### src/rtl/uart_cmd_arbiter.sv
// uart_cmd_arbiter: shares one UART command/readback port between two requesters.
// Round-robin at transaction granularity; the grant is held from command issue
// until write-done, read-data return, or watchdog abort.
module uart_cmd_arbiter #(
   parameter int unsigned CMD_WIDTH  = 16,
   parameter int unsigned READ_WIDTH = 8,
   parameter int unsigned TIMEOUT    = 50000,
   parameter int unsigned TO_WIDTH   = 16
) (
   input  logic                  clk,
   input  logic                  rst,
   input  logic [CMD_WIDTH-1:0]  s0_cmd,
   input  logic                  s0_vld,
   output logic                  s0_rdy,
   output logic [READ_WIDTH-1:0] s0_rsp_data,
   output logic                  s0_rsp_vld,
   output logic                  s0_rsp_err,
   input  logic [CMD_WIDTH-1:0]  s1_cmd,
   input  logic                  s1_vld,
   output logic                  s1_rdy,
   output logic [READ_WIDTH-1:0] s1_rsp_data,
   output logic                  s1_rsp_vld,
   output logic                  s1_rsp_err,
   output logic [CMD_WIDTH-1:0]  m_cmd,
   output logic                  m_cmd_vld,
   input  logic                  m_cmd_rdy,
   input  logic                  m_read_rdy,
   input  logic [READ_WIDTH-1:0] m_read_data,
   output logic                  busy,
   output logic                  owner
);

   localparam logic [2:0] ST_IDLE      = 3'd0;
   localparam logic [2:0] ST_ISSUE     = 3'd1;
   localparam logic [2:0] ST_WAIT_BUSY = 3'd2;
   localparam logic [2:0] ST_WAIT_DONE = 3'd3;
   localparam logic [2:0] ST_RESP      = 3'd4;

   localparam logic [TO_WIDTH-1:0] WD_LAST = TO_WIDTH'(TIMEOUT - 1);

   logic [2:0]            state_q, state_d;
   logic [CMD_WIDTH-1:0]  cmd_q, cmd_d;
   logic                  cmd_vld_q, cmd_vld_d;
   logic                  owner_q, owner_d;
   logic                  last_q, last_d;
   logic [TO_WIDTH-1:0]   wd_q, wd_d;
   logic [READ_WIDTH-1:0] rsp_data_q, rsp_data_d;
   logic                  rsp_err_q, rsp_err_d;
   logic                  s0_rsp_vld_q, s0_rsp_vld_d;
   logic                  s1_rsp_vld_q, s1_rsp_vld_d;
   logic                  busy_q, busy_d;

   logic                  grant_c;
   logic                  idle_c;
   logic                  is_wr_c;
   logic                  done_c;
   logic                  in_txn_c;

   // Round-robin pick: a lone requester wins, a tie goes to the one not served last.
   always_comb begin
      grant_c = s1_vld;
      if (s0_vld && s1_vld) begin
         grant_c = ~last_q;
      end
   end

   assign idle_c   = (state_q == ST_IDLE);
   assign s0_rdy   = idle_c & s0_vld & ~grant_c;
   assign s1_rdy   = idle_c & s1_vld & grant_c;
   assign is_wr_c  = cmd_q[CMD_WIDTH-1];
   assign in_txn_c = (state_q == ST_ISSUE) | (state_q == ST_WAIT_BUSY) | (state_q == ST_WAIT_DONE);

   // Completion: a write ends on cmd_rdy returning; a read ends on its data strobe.
   assign done_c = ((state_q == ST_WAIT_BUSY) & ~is_wr_c & m_read_rdy) |
                   ((state_q == ST_WAIT_DONE) & (is_wr_c ? m_cmd_rdy : m_read_rdy));

   // Next-state and registered-output logic.
   always_comb begin
      state_d      = state_q;
      cmd_d        = cmd_q;
      cmd_vld_d    = cmd_vld_q;
      owner_d      = owner_q;
      last_d       = last_q;
      wd_d         = wd_q;
      rsp_data_d   = rsp_data_q;
      rsp_err_d    = rsp_err_q;
      s0_rsp_vld_d = 1'b0;
      s1_rsp_vld_d = 1'b0;

      case (state_q)
         ST_IDLE: begin
            if (s0_vld || s1_vld) begin
               state_d   = ST_ISSUE;
               cmd_d     = grant_c ? s1_cmd : s0_cmd;
               cmd_vld_d = 1'b1;
               owner_d   = grant_c;
               last_d    = grant_c;
               wd_d      = '0;
            end
         end
         ST_ISSUE, ST_WAIT_BUSY, ST_WAIT_DONE: begin
            wd_d = wd_q + TO_WIDTH'(1);
            if (done_c) begin
               state_d      = ST_RESP;
               cmd_vld_d    = 1'b0;
               rsp_data_d   = is_wr_c ? '0 : m_read_data;
               rsp_err_d    = 1'b0;
               s0_rsp_vld_d = ~owner_q;
               s1_rsp_vld_d = owner_q;
            end else if (wd_q == WD_LAST) begin
               state_d      = ST_RESP;
               cmd_vld_d    = 1'b0;
               rsp_data_d   = '0;
               rsp_err_d    = 1'b1;
               s0_rsp_vld_d = ~owner_q;
               s1_rsp_vld_d = owner_q;
            end else if ((state_q == ST_ISSUE) && m_cmd_rdy) begin
               state_d   = ST_WAIT_BUSY;
               cmd_vld_d = 1'b0;
            end else if ((state_q == ST_WAIT_BUSY) && !m_cmd_rdy) begin
               state_d = ST_WAIT_DONE;
            end
         end
         ST_RESP: begin
            state_d = ST_IDLE;
         end
         default: begin
            state_d   = ST_IDLE;
            cmd_vld_d = 1'b0;
         end
      endcase

      busy_d = (state_d != ST_IDLE);
   end

   // State and output registers; reset drops any in-flight command without a response.
   always_ff @(posedge clk or posedge rst) begin
      if (rst) begin
         state_q      <= ST_IDLE;
         cmd_q        <= '0;
         cmd_vld_q    <= 1'b0;
         owner_q      <= 1'b0;
         last_q       <= 1'b1;
         wd_q         <= '0;
         rsp_data_q   <= '0;
         rsp_err_q    <= 1'b0;
         s0_rsp_vld_q <= 1'b0;
         s1_rsp_vld_q <= 1'b0;
         busy_q       <= 1'b0;
      end else begin
         state_q      <= state_d;
         cmd_q        <= cmd_d;
         cmd_vld_q    <= cmd_vld_d;
         owner_q      <= owner_d;
         last_q       <= last_d;
         wd_q         <= wd_d;
         rsp_data_q   <= rsp_data_d;
         rsp_err_q    <= rsp_err_d;
         s0_rsp_vld_q <= s0_rsp_vld_d;
         s1_rsp_vld_q <= s1_rsp_vld_d;
         busy_q       <= busy_d;
      end
   end

   assign m_cmd       = cmd_q;
   assign m_cmd_vld   = cmd_vld_q;
   assign s0_rsp_data = rsp_data_q;
   assign s1_rsp_data = rsp_data_q;
   assign s0_rsp_err  = rsp_err_q;
   assign s1_rsp_err  = rsp_err_q;
   assign s0_rsp_vld  = s0_rsp_vld_q;
   assign s1_rsp_vld  = s1_rsp_vld_q;
   assign busy        = busy_q;
   assign owner       = owner_q;

   // in_txn_c documents the watchdog-counting window; keep it observable for debug.
   logic unused_c;
   assign unused_c = in_txn_c;

endmodule
### config.mk
export PLATFORM = sky130hd
export DESIGN_NAME = uart_cmd_arbiter
export DESIGN_NICKNAME = d
export VERILOG_FILES = /design/src/rtl/uart_cmd_arbiter.sv
export SDC_FILE = /design/constraint.sdc
export NUM_CORES = 1
export LEC_CHECK = 0
export CAP_MARGIN = 20
export CORE_MARGIN = 2
export CORE_UTILIZATION = 40
export DETAILED_ROUTE_END_ITERATION = 16
export GPL_TIMING_DRIVEN = 0
export PLACE_DENSITY = 0.77
export SETUP_SLACK_MARGIN = 0.2
export SLEW_MARGIN = 20
export SYNTH_ARGS = -nofsm -noshare
export SYNTH_HDL_FRONTEND = slang
export SYNTH_SLANG_ARGS = --single-unit
### constraint.sdc
create_clock -name clk -period 1.8 [get_ports clk]
set_clock_uncertainty 0.2 [all_clocks]
set_input_delay 0.36 -clock clk [delete_from_list [all_inputs] [get_ports clk]]
set_output_delay 0.36 -clock clk [all_outputs]
set_load 0.1 [all_outputs]
Word-level counts from Yosys, hierarchy flattened --
Cells that the tools add are included.
Storage, ports and cells: register bits after elaboration 50, bits of input ports 46
Operators by class: bitwise gates (word level) 13, equality and inequality tests 7, add/subtract/negate cells 1, mux-type cells 27, reduce and logical (&&, ||, !) cells 14
Operator list (number):
- $mux W16 | 2
- $pmux W16 S2 | 1
- $mux W8 | 3
- $add A16 B1 Y16 const B | 1
- $eq A16 B16 Y1 const B | 1
- $mux W3 | 5
- $mux W1 | 14
- $and A1 B1 Y1 | 7
- $eq A3 B2 Y1 const B | 2
- $pmux W3 S2 | 1
- $reduce_and A2 Y1 | 3
- $not A1 Y1 | 5
- $ne A4 B4 Y1 const B | 1
- $reduce_bool A2 Y1 | 2
- $eq A3 B1 Y1 const B | 1
- $eq A3 B3 Y1 const B | 1
- $logic_and A1 B1 Y1 | 3
- $logic_not A3 Y1 | 1
- $pmux W1 S3 | 1
- $reduce_and A3 Y1 | 1
- $reduce_bool A3 Y1 | 1
- $reduce_or A3 Y1 | 1
- $ne A2 B1 Y1 const B | 1
- $logic_not A1 Y1 | 1
- other kinds (2) | 2

Longest topological paths before layout --
Gate-level depths: netlist (run 1).
depth in word-level cells 8, depth in mapped cells 6

Worst setup path before layout (run 1) --
No wires, ideal clock.
kind register -> output, start reg last_q, end out s0_rdy, arrival time 2.254 ns, cell stages (with the launch flop) 5, required time 1.240 ns, slack -1.014 ns, path through dfstp_2 -> a21boi_0 -> buf_2 -> buf_2 -> nor2_1
On the way: word-level cells in the longest chain between the ends 4
RTL lines:
- start, declared | RTL line 45 | logic last_q, last_d;
- start signal, assigned | RTL line 155 | last_q <= last_d;
- $not A1 Y1 | RTL line 63 | grant_c = ~last_q;
- $mux W1 | RTL line 62 | if (s0_vld && s1_vld) begin
- $not A1 Y1 | RTL line 68 | assign s0_rdy = idle_c & s0_vld & ~grant_c;
- $and A1 B1 Y1 | RTL line 68
- end, declared | RTL line 14 | output logic s0_rdy,
No other way between the ends.

Final worst setup path (run 1) --
start reg wd_q[12], end reg rsp_data_q[4] (netlist: s0_rsp_data[4])
On the way: word-level cells in the longest chain between the ends 3
RTL lines:
- start, declared | RTL line 46 | logic [TO_WIDTH-1:0] wd_q, wd_d;
- start signal, assigned | RTL line 156 | wd_q <= wd_d;
- $eq A16 B16 Y1 | RTL line 110 | end else if (wd_q == WD_LAST) begin
- $reduce_bool A2 Y1 (no source line)
- $reduce_and A2 Y1 (no source line)
- end signal, assigned | RTL line 157 | rsp_data_q <= rsp_data_d;
- end, declared | RTL line 47 | logic [READ_WIDTH-1:0] rsp_data_q, rsp_data_d;
No other way between the ends. A chain may end at the register's enable or synchronous reset.

==> key figures, run 1 <==
Placed design
  • Hpwl dp: 3.97 mm
  • Port bufs: 86
  • Dpl ws: -1330 ps
  • GPL Wtd Cong: 0.808

Synth
  • Synthesized area: 2310 sq um
  • Synth cell count leaders: dfrtp_1 (49), nand2_1 (28), o21ai_0 (27)
  • Syn Nets: 268
  • Post-synth EDFFs: 0
  • Largest area contributor in the synthesized netlist: dfrtp_1
  • Asr flop ratio synth: 100%
  • Syn Area/Cell: 10.5 sq um
  • Netlist cell types: 39
  • #FFs+latches synth: 50
  • Ys flop type: dfrtp_1
  • Syn. warnings: 0
  • Most frequent cell after synthesis: dfrtp_1
  • Most area-consuming cells after synthesis: dfrtp_1 (53%), mux2i_1 (8.7%), o21ai_0 (5.8%)
  • Mapped Cells: 221
  • Top cell type's share of synthesized area: 53.0%
  • Sequential area share after synthesis: 54.1%

Timing
  • Finish-stage setup viols: 20
  • Final cycle utilization of the critical path: 118%
  • Final-report max-slew violation count: 0
  • Actual slew at the worst max-slew pin: 636 ps
  • Final Hold Vio Count: 0
  • Minimum clock period: 2130 ps
  • Slew margin rel.: 57.5%
  • Final worst slack: -327 ps
  • Fmax: approximately 0.47 GHz
  • RSZ-0062 raised after global routing: true

Drt
  • DRC Markers: 0
  • Via count: 2320
  • Routed Antenna Nets: 0
  • DR WL/cell: 17.2 microns
  • Via/cell ratio: 5.35
  • Drt first pass iters: 4
  • Detailed Route WL: ~7.5 mm
  • First DRT Iteration DRCs: 141

CTS
  • Cts bufs inserted: 5
  • Clock Pin Slew Worst Setup and Hold Paths: 90 ps
  • Worst-Skew Late Latency: 310 ps
  • Clk Tree Root Cell: clkbuf_8
  • Clk sinks: 50
  • Cts hold-fix bufs: 0
  • Max clock buf depth: 2
  • CTS tree: built
  • H-tree Lvls: 2

Setup path
  • Startpoint types: flip-flop
  • CP Class: reg2reg
  • Crit path DAT: about 2100 ps
  • Crit path cell chain: or4b_4, nor4_4, o21ai_2, buf_6, a22o_1
  • Worst setup EP type: flip-flop
  • Slowest cell on crit path: or4b_4
  • Crit-path leading delay family: simple AND/OR/NAND/NOR gates
  • Critical path buffer and inverter count: 1
  • Slowest stage delay, CP: 560 ps
  • Crit Path Max Fanout: 10
  • CP required: 1790 ps

Outcome
  • Status: finished, violations left
  • Failing checks: setup timing

Final layout
  • Share of cells above drive strength 1: between 50% and 60%
  • Final #Nets: 408
  • FILL cells: 371
  • Final Util: 76.5%
  • Layout area overhead: 83.2%
  • Diode count: 0

Floorplanning
  • Initial Utilization: 41.8%
  • Number of placed I/O pins: 87
  • Row Count: 27
  • Core area: 5540 sq um
  • Die W: 80.1 microns
  • Die height: approximately 80 microns
  • Die area: 6410 sq um

Global routing
  • Initial antenna violation count: 0
  • Global-route wire length before repair: 9.52 mm
  • Largest net degree at the start of global routing: just over 50
  • Grt ovf: 0
  • Vias in the first global route: 2033
  • Total track usage: 19.1%

Min path
  • Hold WC Path Type: in2async

Flow run
  • Max_cap viols: 0
## metrics by stage
step	TNS, ps	cells	hold slack [ps]	instance area (sq um)
floorplan	-1080	221	202	2410
global placement	-27750	379	261	3360
detailed placement	-29540	379	274	3360
CTS	-2630	401	292	3610
global route	-5430	434	322	4240
finish	-4410	434	282	4240
## layout by cell type (no fill, tap or decap), drive strengths merged, types with 7 or more instances in the layout
cell / n
nand3: 7
mux2i: 20
buf: 103
a22o: 9
dfrtp: 49
clkdlybuf4s50: 43
clkbuf: 11
nor2: 9
nand2: 28
o21ai: 30
## final timing paths
kind                            cells after the start             end  slack (ps)      start
worst min register to register                      2       m_cmd[11]         290  m_cmd[11]
worst max-delay path                                5  s0_rsp_data[4]        -330   wd_q[12]
max in group asynchronous                           3          last_q         540        rst
min in group clk                                    2       m_cmd[11]         290  m_cmd[11]
worst min-delay path                                2       m_cmd_vld         280        rst
worst max register to register                      5  s0_rsp_data[4]        -330   wd_q[12]
## cell type report
| cell class | count | area (sq um) | share of cell area (%) |
|---|---|---|---|
| clock buffer | 8 | 80.1 | 1.89 |
| sequential | 50 | 1280 | 30.1 |
| timing repair buffer | 132 | 1340 | 31.7 |
| inverter | 4 | 18.8 | 0.443 |
| tap | 72 | 90.1 | 2.13 |
| multi-input combinational | 150 | 1220 | 28.7 |
| buffer | 18 | 211 | 4.99 |
## registers in the layout, summed over array words and instances (netlist names)
name         cells
last_q           1
s1_rsp_vld       1
state_q          3
m_cmd           16
s0_rsp_data      8
owner            1
s0_rsp_vld       1
m_cmd_vld        1
busy             1
wd_q            16
s0_rsp_err       1
## per-layer routing
metal	vias up	global-route usage, %	wire [microns]
met2	92	30.9	3970
met4	0	5.76	138
met5	-	0	0
li1	1081	-	-
met1	1134	24.9	2950
met3	13	5.62	413
## what timing repair did
action | in CTS | in global routing
setup buffers | 14 | 25
resized for setup | 292 | 122
pin swaps | 5 | 30
setup endpoints to repair | 89 | 59
gates cloned | 0 | 7
## logic make-up after synthesis
| group | synth area share, % |
|---|---|
| multiplexers | 8.65 |
| flip-flops | 54.1 |
| AND/OR/NAND/NOR | 14.6 |
| AO/OA/AOI/OAI | 16.6 |
| adder cells (fa/ha/maj) | 0.541 |
| buffers and inverters | 5.46 |
## worst register-to-register path: stages, from the launching register on
cell	delay, ps
dfrtp_1	400
or4b_4	560
nor4_4	390
o21ai_2	130
buf_6	160
a22o_1	180
Power of run 1 is left out: the tool's default activity adds up to more than one toggle a clock period on the data nets, which glitch-free logic cannot reach.
==> run 2: changes to the inputs <==
--- a/config.mk
+++ b/config.mk
@@ -6,10 +6,10 @@
 export NUM_CORES = 1
 export LEC_CHECK = 0
 export CAP_MARGIN = 20
+export CORE_ASPECT_RATIO = 0.5
 export CORE_MARGIN = 2
 export CORE_UTILIZATION = 40
 export DETAILED_ROUTE_END_ITERATION = 16
-export GPL_TIMING_DRIVEN = 0
 export PLACE_DENSITY = 0.77
 export SETUP_SLACK_MARGIN = 0.2
 export SLEW_MARGIN = 20
==> key figures, run 2 (synthesis results as in run 1) <==
Outcome
  • Status: finished, violations left
  • Failing checks: setup timing

CTS
  • Max clock buf depth: 2
  • CTS tree: built
  • Cts bufs inserted: 5
  • Cts hold-fix bufs: 0
  • Clk Tree Root Cell: clkbuf_16
  • Worst-Skew Late Latency: 290 ps
  • Clock Pin Slew Worst Setup and Hold Paths: 70 ps
  • Clk sinks: 50
  • H-tree Lvls: 2

Drt
  • Via count: 2572
  • Via/cell ratio: around 5.9
  • Drt first pass iters: 5
  • First DRT Iteration DRCs: 188
  • DR WL/cell: between 20 and 25 microns
  • Detailed Route WL: 9.91 mm
  • DRC Markers: 0
  • Routed Antenna Nets: 0

Global routing
  • Grt ovf: 0
  • Global-route wire length before repair: 12.0 mm
  • Vias in the first global route: 2347
  • Total track usage: 24.1%
  • Largest net degree at the start of global routing: 21
  • Initial antenna violation count: 0

Setup path
  • CP required: between 1500 and 2000 ps
  • Crit Path Max Fanout: 5
  • Crit path DAT: 2070 ps
  • CP Class: reg2reg
  • Startpoint types: flip-flop
  • Worst setup EP type: flip-flop

Floorplanning
  • Core area: 5540 sq um
  • Die W: roughly 110 microns
  • Die height: 57.8 microns
  • Die area: approximately 6400 sq um
  • Row Count: 19
  • Number of placed I/O pins: 87
  • Initial Utilization: 41.8%

Timing
  • Minimum clock period: 2090 ps
  • Finish-stage setup viols: 28
  • Final Hold Vio Count: 0
  • Final cycle utilization of the critical path: 116%
  • Final worst slack: -285 ps
  • TNS Setup: -5130 ps
  • Final-report max-slew violation count: 0
  • Slew margin rel.: 58.6%
  • Actual slew at the worst max-slew pin: 618 ps
  • Fmax: 0.480 GHz
  • RSZ-0062 raised after global routing: true

Placed design
  • Port bufs: 86
  • Hpwl dp: 5.18 mm
  • GPL Wtd Cong: approximately 0.89

Min path
  • Hold WC Path Type: in2async

Final layout
  • Share of cells above drive strength 1: 49.3%
  • FILL cells: 276
  • Most frequent cells in the layout: clkdlybuf4s50_1 (43), buf_12 (43), buf_4 (38)
  • Final #Nets: roughly 400
  • Layout area overhead: 101%
  • Diode count: 0

Flow run
  • Max_cap viols: 0
==> run 2: worst paths after layout <==
check	start	end	slack, ps	depth (start not counted)
worst min register to register	m_cmd[2]	m_cmd[2]	360	2
worst min-delay path	rst	m_cmd_vld	180	2
min in group clk	m_cmd[2]	m_cmd[2]	360	2
worst max register to register	wd_q[5]	s0_rsp_data[0]	-290	5
max in group asynchronous	rst	wd_q[14]	700	3
worst max-delay path	wd_q[5]	s0_rsp_data[0]	-290	5
==> run 2: repair_timing <==
| item | 4_1_cts | 5_1_grt |
|---|---|---|
| cloned | 1 | 4 |
| pin swaps | 14 | 22 |
| setup endpoints to repair | 50 | 50 |
| resized for setup | 31 | 80 |
| setup buffers | 9 | 9 |
==> run 2: routing by layer <==
layer  vias to the layer above  GRT usage (%)  part of all wire [%]
li1                       1074              -                     -
met5                         -              0                  0.37
met2                       187           41.3                    48
met1                      1263           30.0                    37
met3                        46           5.54                   9.1
met4                         2           10.8                   4.9
==> run 2: worst max-delay path: stages (launching register included) <==
cell	delay, ps
dfrtp_1	400
or4b_4	560
nor4_4	330
o21ai_2	120
buf_2	170
a22o_1	190
==> run 2: layout make-up <==
class	instances	area, sq um	area share, %
Clock buffer	7	133	2.85
Tap cell	73	91.3	1.97
Inverter	4	18.8	0.404
Sequential cell	50	1270	27.3
Timing Repair Buffer	150	1880	40.5
Multi-Input combinational cell	149	1220	26.3
Clock inverter	1	30.0	0.646
==> run 2: stage by stage <==
step	instance area (sq um)	utilization, %	cells	worst slack [ps]	hold WS [ps]
detailed placement	3950	71.3	403	-229	304
CTS	4290	77.5	421	-184	199
finish	4650	83.9	434	-285	184
floorplan	2410	-	221	-128	202
global placement	3950	71.3	403	-181	282
global route	4650	83.9	434	-324	192
Power of run 2 is left out for the same reason.
